[src/rtl/demux_pkg.sv]
`default_nettype none
// ============================================================================
// Module      : demux_pkg
// Description : Shared types and sizes for the one_sixteen_demux block:
//               FSM state enumeration, output count, index width and a
//               helper that merges one routed bit into the output vector.
// Revision    : 1.0 - initial release
// ============================================================================
package demux_pkg;

  localparam int N_OUT = 16;
  localparam int IDX_W = 4;

  typedef enum logic [1:0] {
    ST_IDLE = 2'd0,
    ST_LOAD = 2'd1,
    ST_DONE = 2'd2
  } state_t;

  // Replace the bits selected by the one-hot write mask with din; every
  // other bit keeps its old value.
  function automatic logic [N_OUT-1:0] merge_bit(
    input logic [N_OUT-1:0] old_bits,
    input logic [N_OUT-1:0] we_mask,
    input logic             din
  );
    return (old_bits & ~we_mask) | ({N_OUT{din}} & we_mask);
  endfunction

endpackage
`default_nettype wire

[src/rtl/dec_4_16.sv]
`default_nettype none
// ============================================================================
// Module      : dec_4_16
// Description : Combinational 4-to-16 one-hot decoder with enable. Produces
//               the per-bit write enables for the demux output register.
// Ports       : en     - decoder enable; all outputs low when en=0
//               sel    - 4-bit index to decode
//               onehot - 16-bit one-hot result
// Revision    : 1.0 - initial release
// ============================================================================
module dec_4_16
  import demux_pkg::*;
(
  input  logic             en,
  input  logic [IDX_W-1:0] sel,
  output logic [N_OUT-1:0] onehot
);

  for (genvar i = 0; i < N_OUT; i++) begin : g_bit
    assign onehot[i] = en && (sel == IDX_W'(i));
  end

endmodule
`default_nettype wire

[src/rtl/one_sixteen_demux.sv]
`default_nettype none
// ============================================================================
// Module      : one_sixteen_demux
// Description : 1-to-16 registered demultiplexer. In addressed mode a
//               strobed bit lands on op[s]; in auto mode a start pulse opens
//               a 16-bit frame that is filled LSB first on each wr_en, then a
//               one-cycle frame_done pulse is issued.
// Ports       : clk        - rising-edge clock
//               rst_n      - asynchronous active-low reset
//               din        - data bit to route
//               s          - destination index (addressed mode)
//               wr_en      - write strobe
//               mode       - 0 addressed, 1 auto-sequenced
//               start      - frame start pulse (auto mode, IDLE only)
//               op         - registered demux outputs
//               busy       - high in LOAD and DONE
//               frame_done - one-cycle pulse after the 16th write
//               idx        - current auto-sequence write index
// Revision    : 1.0 - initial release
// ============================================================================
module one_sixteen_demux
  import demux_pkg::*;
#(
  parameter int CLEAR_ON_START = 1
) (
  input  logic             clk,
  input  logic             rst_n,
  input  logic             din,
  input  logic [IDX_W-1:0] s,
  input  logic             wr_en,
  input  logic             mode,
  input  logic             start,
  output logic [N_OUT-1:0] op,
  output logic             busy,
  output logic             frame_done,
  output logic [IDX_W-1:0] idx
);

  state_t           state_q, state_d;
  logic [N_OUT-1:0] op_q, op_d;
  logic [IDX_W-1:0] idx_q, idx_d;
  logic             busy_q, busy_d;
  logic             frame_done_q, frame_done_d;

  logic             dec_en;
  logic [IDX_W-1:0] dec_sel;
  logic [N_OUT-1:0] dec_we;

  // The decoder only fires for a real data write: an addressed write in
  // IDLE, or any strobe during LOAD. A start cycle never enables it, so
  // start always wins over a coincident wr_en.
  assign dec_en  = ((state_q == ST_IDLE) && !mode && wr_en) ||
                   ((state_q == ST_LOAD) && wr_en);
  assign dec_sel = (state_q == ST_LOAD) ? idx_q : s;

  dec_4_16 u_dec (
    .en     (dec_en),
    .sel    (dec_sel),
    .onehot (dec_we)
  );

  always_comb begin
    state_d = state_q;
    op_d    = op_q;
    idx_d   = idx_q;

    case (state_q)
      ST_IDLE: begin
        if (mode && start) begin
          state_d = ST_LOAD;
          idx_d   = '0;
          if (CLEAR_ON_START != 0) begin
            op_d = '0;
          end
        end else if (dec_en) begin
          op_d = merge_bit(op_q, dec_we, din);
        end
      end
      ST_LOAD: begin
        if (wr_en) begin
          op_d  = merge_bit(op_q, dec_we, din);
          // Natural 4-bit wrap brings idx back to 0 after the last bit.
          idx_d = idx_q + 1'b1;
          if (idx_q == IDX_W'(N_OUT - 1)) begin
            state_d = ST_DONE;
          end
        end
      end
      ST_DONE: begin
        state_d = ST_IDLE;
      end
      default: begin
        state_d = ST_IDLE;
      end
    endcase

    // Status outputs are decoded from the next state so they are registered
    // alongside the state itself and line up with it cycle for cycle.
    busy_d       = (state_d == ST_LOAD) || (state_d == ST_DONE);
    frame_done_d = (state_d == ST_DONE);
  end

  always_ff @(posedge clk or negedge rst_n) begin
    if (!rst_n) begin
      state_q      <= ST_IDLE;
      op_q         <= '0;
      idx_q        <= '0;
      busy_q       <= 1'b0;
      frame_done_q <= 1'b0;
    end else begin
      state_q      <= state_d;
      op_q         <= op_d;
      idx_q        <= idx_d;
      busy_q       <= busy_d;
      frame_done_q <= frame_done_d;
    end
  end

  assign op         = op_q;
  assign idx        = idx_q;
  assign busy       = busy_q;
  assign frame_done = frame_done_q;

endmodule
`default_nettype wire

[config.mk]
export PLATFORM = sky130hd
export DESIGN_NAME = one_sixteen_demux
export DESIGN_NICKNAME = d
export VERILOG_FILES = /design/src/rtl/demux_pkg.sv /design/src/rtl/dec_4_16.sv /design/src/rtl/one_sixteen_demux.sv
export SDC_FILE = /design/constraint.sdc
export NUM_CORES = 1
export LEC_CHECK = 0
export ABC_CLOCK_PERIOD_IN_PS = 2400
export CORE_MARGIN = 4
export CORE_UTILIZATION = 30
export CTS_BUF_LIST = sky130_fd_sc_hd__clkbuf_4
export DETAILED_ROUTE_END_ITERATION = 8
export GPL_ROUTABILITY_DRIVEN = 0
export GPL_TIMING_DRIVEN = 0
export HOLD_SLACK_MARGIN = 0.05
export MAX_ROUTING_LAYER = met4
export PLACE_DENSITY_LB_ADDON = 0.25
export REMOVE_ABC_BUFFERS = 1
export SYNTH_ARGS = -nofsm -noshare
export SYNTH_HDL_FRONTEND = slang
export SYNTH_SLANG_ARGS = --single-unit
[constraint.sdc]
create_clock -name clk -period 2.4 [get_ports clk]
set_input_delay 0.48 -clock clk [delete_from_list [all_inputs] [get_ports clk]]
set_output_delay 0.48 -clock clk [all_outputs]
set_load 0.02 [all_outputs]
# == Word-level counts from Yosys, hierarchy flattened ==
# Cells that the tools add are included.
# totals
in_bits,10
elab_cells,72
out_inout_bits,22
reg_bits,24
# op_classes
bitwise_logic,4
reduce_logical,28
n_addsub,1
n_eq_ne,22
n_mux,12
# ops
cell,n
16-bit two-way mux,3
"4-bit equality test, second input constant",9
16-bit AND,2
16-bit case mux with 2 select lines,1
1-bit logical AND,20
"4-bit by 3-bit equality test with 1-bit output, second input constant",4
16-bit NOT,1
16-bit bitwise OR,1
4-bit two-way mux,3
"4-bit by 2-bit equality test with 1-bit output, second input constant",2
4-bit case mux with 2 select lines,1
2-bit two-way mux,3
3-bit AND reduction,2
"4-bit by 1-bit adder with 4-bit output, second input constant",1
"2-bit by 1-bit equality test with 1-bit output, second input constant",2
"4-bit by 1-bit equality test with 1-bit output, second input constant",1
4-bit logical NOT,1
2-bit case mux with 2 select lines,1
"3-bit by 1-bit != test with 1-bit output, second input constant",1
"2-bit equality test, second input constant",1
2-bit logical NOT,1
1-bit logical OR,2
"2-bit by 1-bit != test with 1-bit output, second input constant",1
"2-bit != test, second input constant",1
2 further kinds,2

# == Logic depth before layout (Yosys ltp) ==
# logic_depth
ltp_word,11
depth_mapped,6
depth_no_buf,5

# == By module ==
# A second synthesis with hierarchy kept.
# hier_totals
hier_cells,154
hier_area_um2,1490.2
# by_module_without_submodules
module,cells_each,area_per_inst_um2,seq_area_each_um2,instances
one_sixteen_demux,131,1372.6,600.6,1
dec_4_16,23,117.6,0.0,1

# == Worst setup path before layout ==
# OpenSTA, ideal clock, no wires.
# synth_timing
kind,input to register
from,in mode
to,"reg op_q[13], in the netlist op[13]"
required_time_ns,2.265
arrival_ns,1.343
stages,5
slack_ns,0.922
setup_time_ns,0.135
n_path_buf,1
cell_sequence,and4bb_1 > a21oi_2 > buf_2 > o311ai_1 > o31ai_1
# synth_via
elab_chain_cells,11
elab_cells_between_ends,16
classes_between,eq/ne: 1; mux: 4; bitwise: 4; reduce/logical: 7
# synth_rtl
element,line,source
from (decl),one_sixteen_demux.sv:31,"input logic mode,"
1-bit logical NOT,one_sixteen_demux.sv:52,assign dec_en = ((state_q == ST_IDLE) && !mode && wr_en) ||
1-bit logical AND (2 in series),one_sixteen_demux.sv:52,
1-bit logical OR,one_sixteen_demux.sv:52,
1-bit logical AND,dec_4_16.sv:20,assign onehot[i] = en && (sel == IDX_W'(i));
16-bit NOT,demux_pkg.sv:27,return (old_bits & ~we_mask) | ({N_OUT{din}} & we_mask);
16-bit AND,demux_pkg.sv:27,
16-bit bitwise OR,demux_pkg.sv:27,
16-bit two-way mux,one_sixteen_demux.sv:75,end else if (dec_en) begin
16-bit two-way mux,one_sixteen_demux.sv:69,if (mode && start) begin
16-bit case mux with 2 select lines,one_sixteen_demux.sv:67,case (state_q)
to (signal assigned),one_sixteen_demux.sv:112,op_q <= op_d;
to (decl),one_sixteen_demux.sv:40,"logic [N_OUT-1:0] op_q, op_d;"
# Several ways; a longest one is shown, not always the timed one. The select of a mux whose other input is x is not followed.
# A chain may end at the register's enable or synchronous reset.

# == Worst setup path in the final report ==
# layout_timing
from,"reg idx_q[2], in the netlist idx[2]"
to,out idx[2]
# layout_rtl
element,line,source
from (decl),one_sixteen_demux.sv:41,"logic [IDX_W-1:0] idx_q, idx_d;"
from (signal assigned),one_sixteen_demux.sv:113,idx_q <= idx_d;
to (decl),one_sixteen_demux.sv:36,output logic [IDX_W-1:0] idx
# No word-level cell between the ends.

==> flow_results.xml <==
<?xml version="1.0" encoding="UTF-8"?>
<metrics>
  <group name="routing">
    <metric name="detailroute.via_count" unit="">1104</metric>
    <metric name="wl" unit="um">3130</metric>
    <metric name="drcViolationCount" unit="">0</metric>
    <metric name="first_pass_iters" unit="">4</metric>
    <metric name="postRouteAntennaNets" unit="">0</metric>
    <metric name="wl_per_cell" unit="um">16.6</metric>
    <metric name="detail_route.iter0.violations" unit="">47</metric>
    <metric name="viasPerCell" unit="">5.84</metric>
  </group>
  <group name="clocking">
    <metric name="cts.htree.levels" unit="">1</metric>
    <metric name="ctsHoldBuffers" unit="">0</metric>
    <metric name="cts.clk_slew.worst_paths" unit="ps">140</metric>
    <metric name="cts_buffers" unit="">3</metric>
    <metric name="cts.repair_timing.setup_buffer_count" unit="">0</metric>
    <metric name="worstSkewPairLatency" unit="ps">320</metric>
    <metric name="clock_path_buffers" unit="">2</metric>
    <metric name="cts_tree" unit="">done</metric>
    <metric name="ctsRootBufferMaster" unit="">clkbuf_4</metric>
    <metric name="cts_repair_resize_count" unit="">0</metric>
    <metric name="cts.sinks" unit="">24</metric>
  </group>
  <group name="die">
    <metric name="floorplan.initialDensity" unit="">0.321</metric>
    <metric name="placementRows" unit="">23</metric>
    <metric name="design.die.area" unit="mm2">0.00557</metric>
    <metric name="die_ht" unit="um">74.6</metric>
    <metric name="floorplan.io_pins" unit="">32</metric>
    <metric name="fp.dieW" unit="um">74.6</metric>
    <metric name="core_area" unit="mm2">0.00414</metric>
  </group>
  <group name="min_path">
    <metric name="worstHoldStart" unit="">op[13]</metric>
    <metric name="worstHoldPathType" unit="">flop to flop</metric>
    <metric name="min_delay_worst_endpoint" unit="">op[13]</metric>
    <metric name="worst_hold_path.num_cells" unit="">2</metric>
  </group>
  <group name="yosys">
    <metric name="ys.warnings.count" unit="">0</metric>
    <metric name="share_of_flip_flops_with_an_asynchronous_set_or_reset_after_synthesis" unit="">1.00</metric>
    <metric name="synth_seq_cells" unit="">24</metric>
    <metric name="post_synth_inst_count" unit="">111</metric>
    <metric name="syn_area" unit="mm2">0.00133</metric>
    <metric name="number_of_enable_type_register_cells_in_the_synthesized_netlist" unit="">0</metric>
    <metric name="postSynth.topFlopCell" unit="">dfrtp_1</metric>
    <metric name="synth.largest_area_cell" unit="">dfrtp_1</metric>
    <metric name="synth.top_cells.by_area" unit="">dfrtp_1 45%, o311ai_1 11%, o31ai_1 9.0%</metric>
    <metric name="synthesis.area_per_instance" unit="um2">12.0</metric>
    <metric name="ys_seq_area_frac" unit="">0.451</metric>
    <metric name="post-synth-top-area-fraction" unit="">0.451</metric>
    <metric name="synth_cell_type_count" unit="">27</metric>
  </group>
  <group name="timing">
    <metric name="finalCritPeriodShare" unit="">0.832</metric>
    <metric name="setup_total_negative_slack" unit="ps">0</metric>
    <metric name="setup_violations" unit="">0</metric>
    <metric name="hold_violations" unit="">0</metric>
    <metric name="rsz0062_at_grt" unit="">false</metric>
    <metric name="max_clk_rate" unit="MHz">501</metric>
    <metric name="max_slew_margin" unit="">0.267</metric>
    <metric name="worst-slew-pin-transition" unit="ps">1100</metric>
    <metric name="min_period" unit="ps">2000</metric>
    <metric name="skew" unit="ps">7.58</metric>
    <metric name="final_max_slew_viol_count" unit="">0</metric>
  </group>
  <group name="power_and_ir_drop">
    <metric name="static-leakage-power" unit="nW">0.664</metric>
    <metric name="ratio_of_total_power_to_cell_area" unit="mW/mm2">1240</metric>
    <metric name="peak_supply_drop" unit="mV">0.543</metric>
  </group>
  <group name="critical_path">
    <metric name="critical_path_arrival" unit="ps">1520</metric>
    <metric name="critical_path_peak_fanout" unit="">8</metric>
    <metric name="crit_type" unit="">flop to output pin</metric>
    <metric name="worst-path-buf-inv" unit="">1</metric>
    <metric name="critPathCaptureType" unit="">output pin</metric>
    <metric name="worst-r2r-setup-slack" unit="ps">410</metric>
    <metric name="worstSetupStartpointType" unit="">flop</metric>
    <metric name="critPathMaxStageDelay" unit="ps">670</metric>
    <metric name="cpMaxStageDelayCell" unit="">clkdlybuf4s50_1</metric>
    <metric name="crit_required" unit="ps">1920</metric>
    <metric name="r2r.worst_path.cells" unit="">4</metric>
    <metric name="timing.rr.start" unit="">state_q[1]</metric>
    <metric name="critical_r2r_capture" unit="">op[7]</metric>
    <metric name="crit_chain" unit="">clkdlybuf4s50_1</metric>
    <metric name="cell_family_with_the_largest_share_of_critical_path_delay" unit="">buffers and inverters</metric>
  </group>
  <group name="final_layout">
    <metric name="synthToLayoutAreaGrowth" unit="%">28.0</metric>
    <metric name="antenna_cells" unit="">0</metric>
    <metric name="final_util" unit="">0.411</metric>
    <metric name="layout-drive-gt1-share" unit="">0.129</metric>
    <metric name="final_nets" unit="">152</metric>
  </group>
  <group name="global_routing">
    <metric name="groute.usage.overall" unit="">0.131</metric>
    <metric name="grt_overflow_total" unit="">0</metric>
    <metric name="initial_antenna_violation_count" unit="">0</metric>
    <metric name="via_count_of_the_first_global_routing_pass" unit="">1113</metric>
    <metric name="global_route_wire_length_before_repair" unit="um">5470</metric>
    <metric name="grt_start_max_net_pins" unit="">25</metric>
  </group>
  <group name="placed_design">
    <metric name="place.port_buffers" unit="">31</metric>
    <metric name="hpwl" unit="um">2260</metric>
  </group>
  <group name="outcome">
    <metric name="outcome" unit="">finished, final reports clean</metric>
  </group>
  <group name="job">
    <metric name="drv_cap" unit="">0</metric>
  </group>
</metrics>
-- worst max path at each step --
stage	start	to	slack [ps]	depth (start not counted)
final	idx[2]	idx[2]	400	1
after global routing	state_q[1]	op[7]	180	4
after CTS	state_q[1]	op[7]	360	4
after detailed placement	wr_en	op[2]	80	4
after global placement	wr_en	op[2]	160	4
after floorplan	state_q[1]	op[12]	700	4
-- final cells by class --
class	count	area (um2)
clock buffers	3	22.5
inverters	6	22.5
fillers	408	2440
clock inverters	1	30.0
well taps	50	62.6
repair buffers	31	310
flip-flops and latches	24	601
multi-input cells	74	656
-- layout by cell type (no fill, tap or decap), drive strengths merged, types with 2 or more instances in the layout --
master,count
and4bb,5
nand4,2
nand2,4
ha,2
clkdlybuf4s50,31
nand2b,2
a31oi,8
nor4b,2
and4b,2
nor2b,2
nand3,3
a21oi,2
dfrtp,24
xor2,2
inv,6
o311ai,16
o31ai,16
clkbuf,3
nor2,3
-- metal layers --
layer,GRT usage,vias up,wire length [um]
met5,-,-,0
met4,0.0277,0,19
met3,0.0320,2,167
met2,0.214,32,1480
met1,0.167,555,1470
li1,-,515,-
-- Yosys cell counts (all sizes together) (3+ instances only) --
cell type	count
dfrtp	24
buf	7
o311ai	16
nor2	3
nand3	3
a31oi	8
and4bb	5
nand2	4
o31ai	16
inv	6
-- power by group --
part / total (mW) / internal [mW] / switching (mW) / leakage (nW)
registers: 0.710 / 0.552 / 0.157 / 0.311
logic: 1.11 / 0.496 / 0.609 / 0.325
clock network: 0.299 / 0.169 / 0.130 / 0.0279
total: 2.11 / 1.22 / 0.896 / 0.664
-- sequential cells by signal, summed over array words and instances (netlist names) --
register and flops:
state_q 2, idx 4, busy 1, frame_done 1, op 16
-- metrics by stage --
stage	hold slack, ps	power (mW)	instance area [um2]	setup slack (ps)	instances
6_report	556	2.11	1700	402	189
5_1_grt	587	2.27	1700	179	189
4_1_cts	561	2.14	1700	363	189
3_5_place_dp	528	1.84	1650	81.8	185
3_3_place_gp	513	1.80	1650	163	185
2_1_floorplan	184	1.37	1280	696	104
-- logic make-up after synthesis --
logic type,count (synthesis),synth area share
adders and majority gates,2,0.0188
xor gates and xnor gates,2,0.0132
DFF,24,0.451
and+or+nand+nor,27,0.163
AOI/OAI and AO/OA,43,0.298
buffers and inverters,13,0.0564
Note: power is estimated with default switching activity, not from simulation.
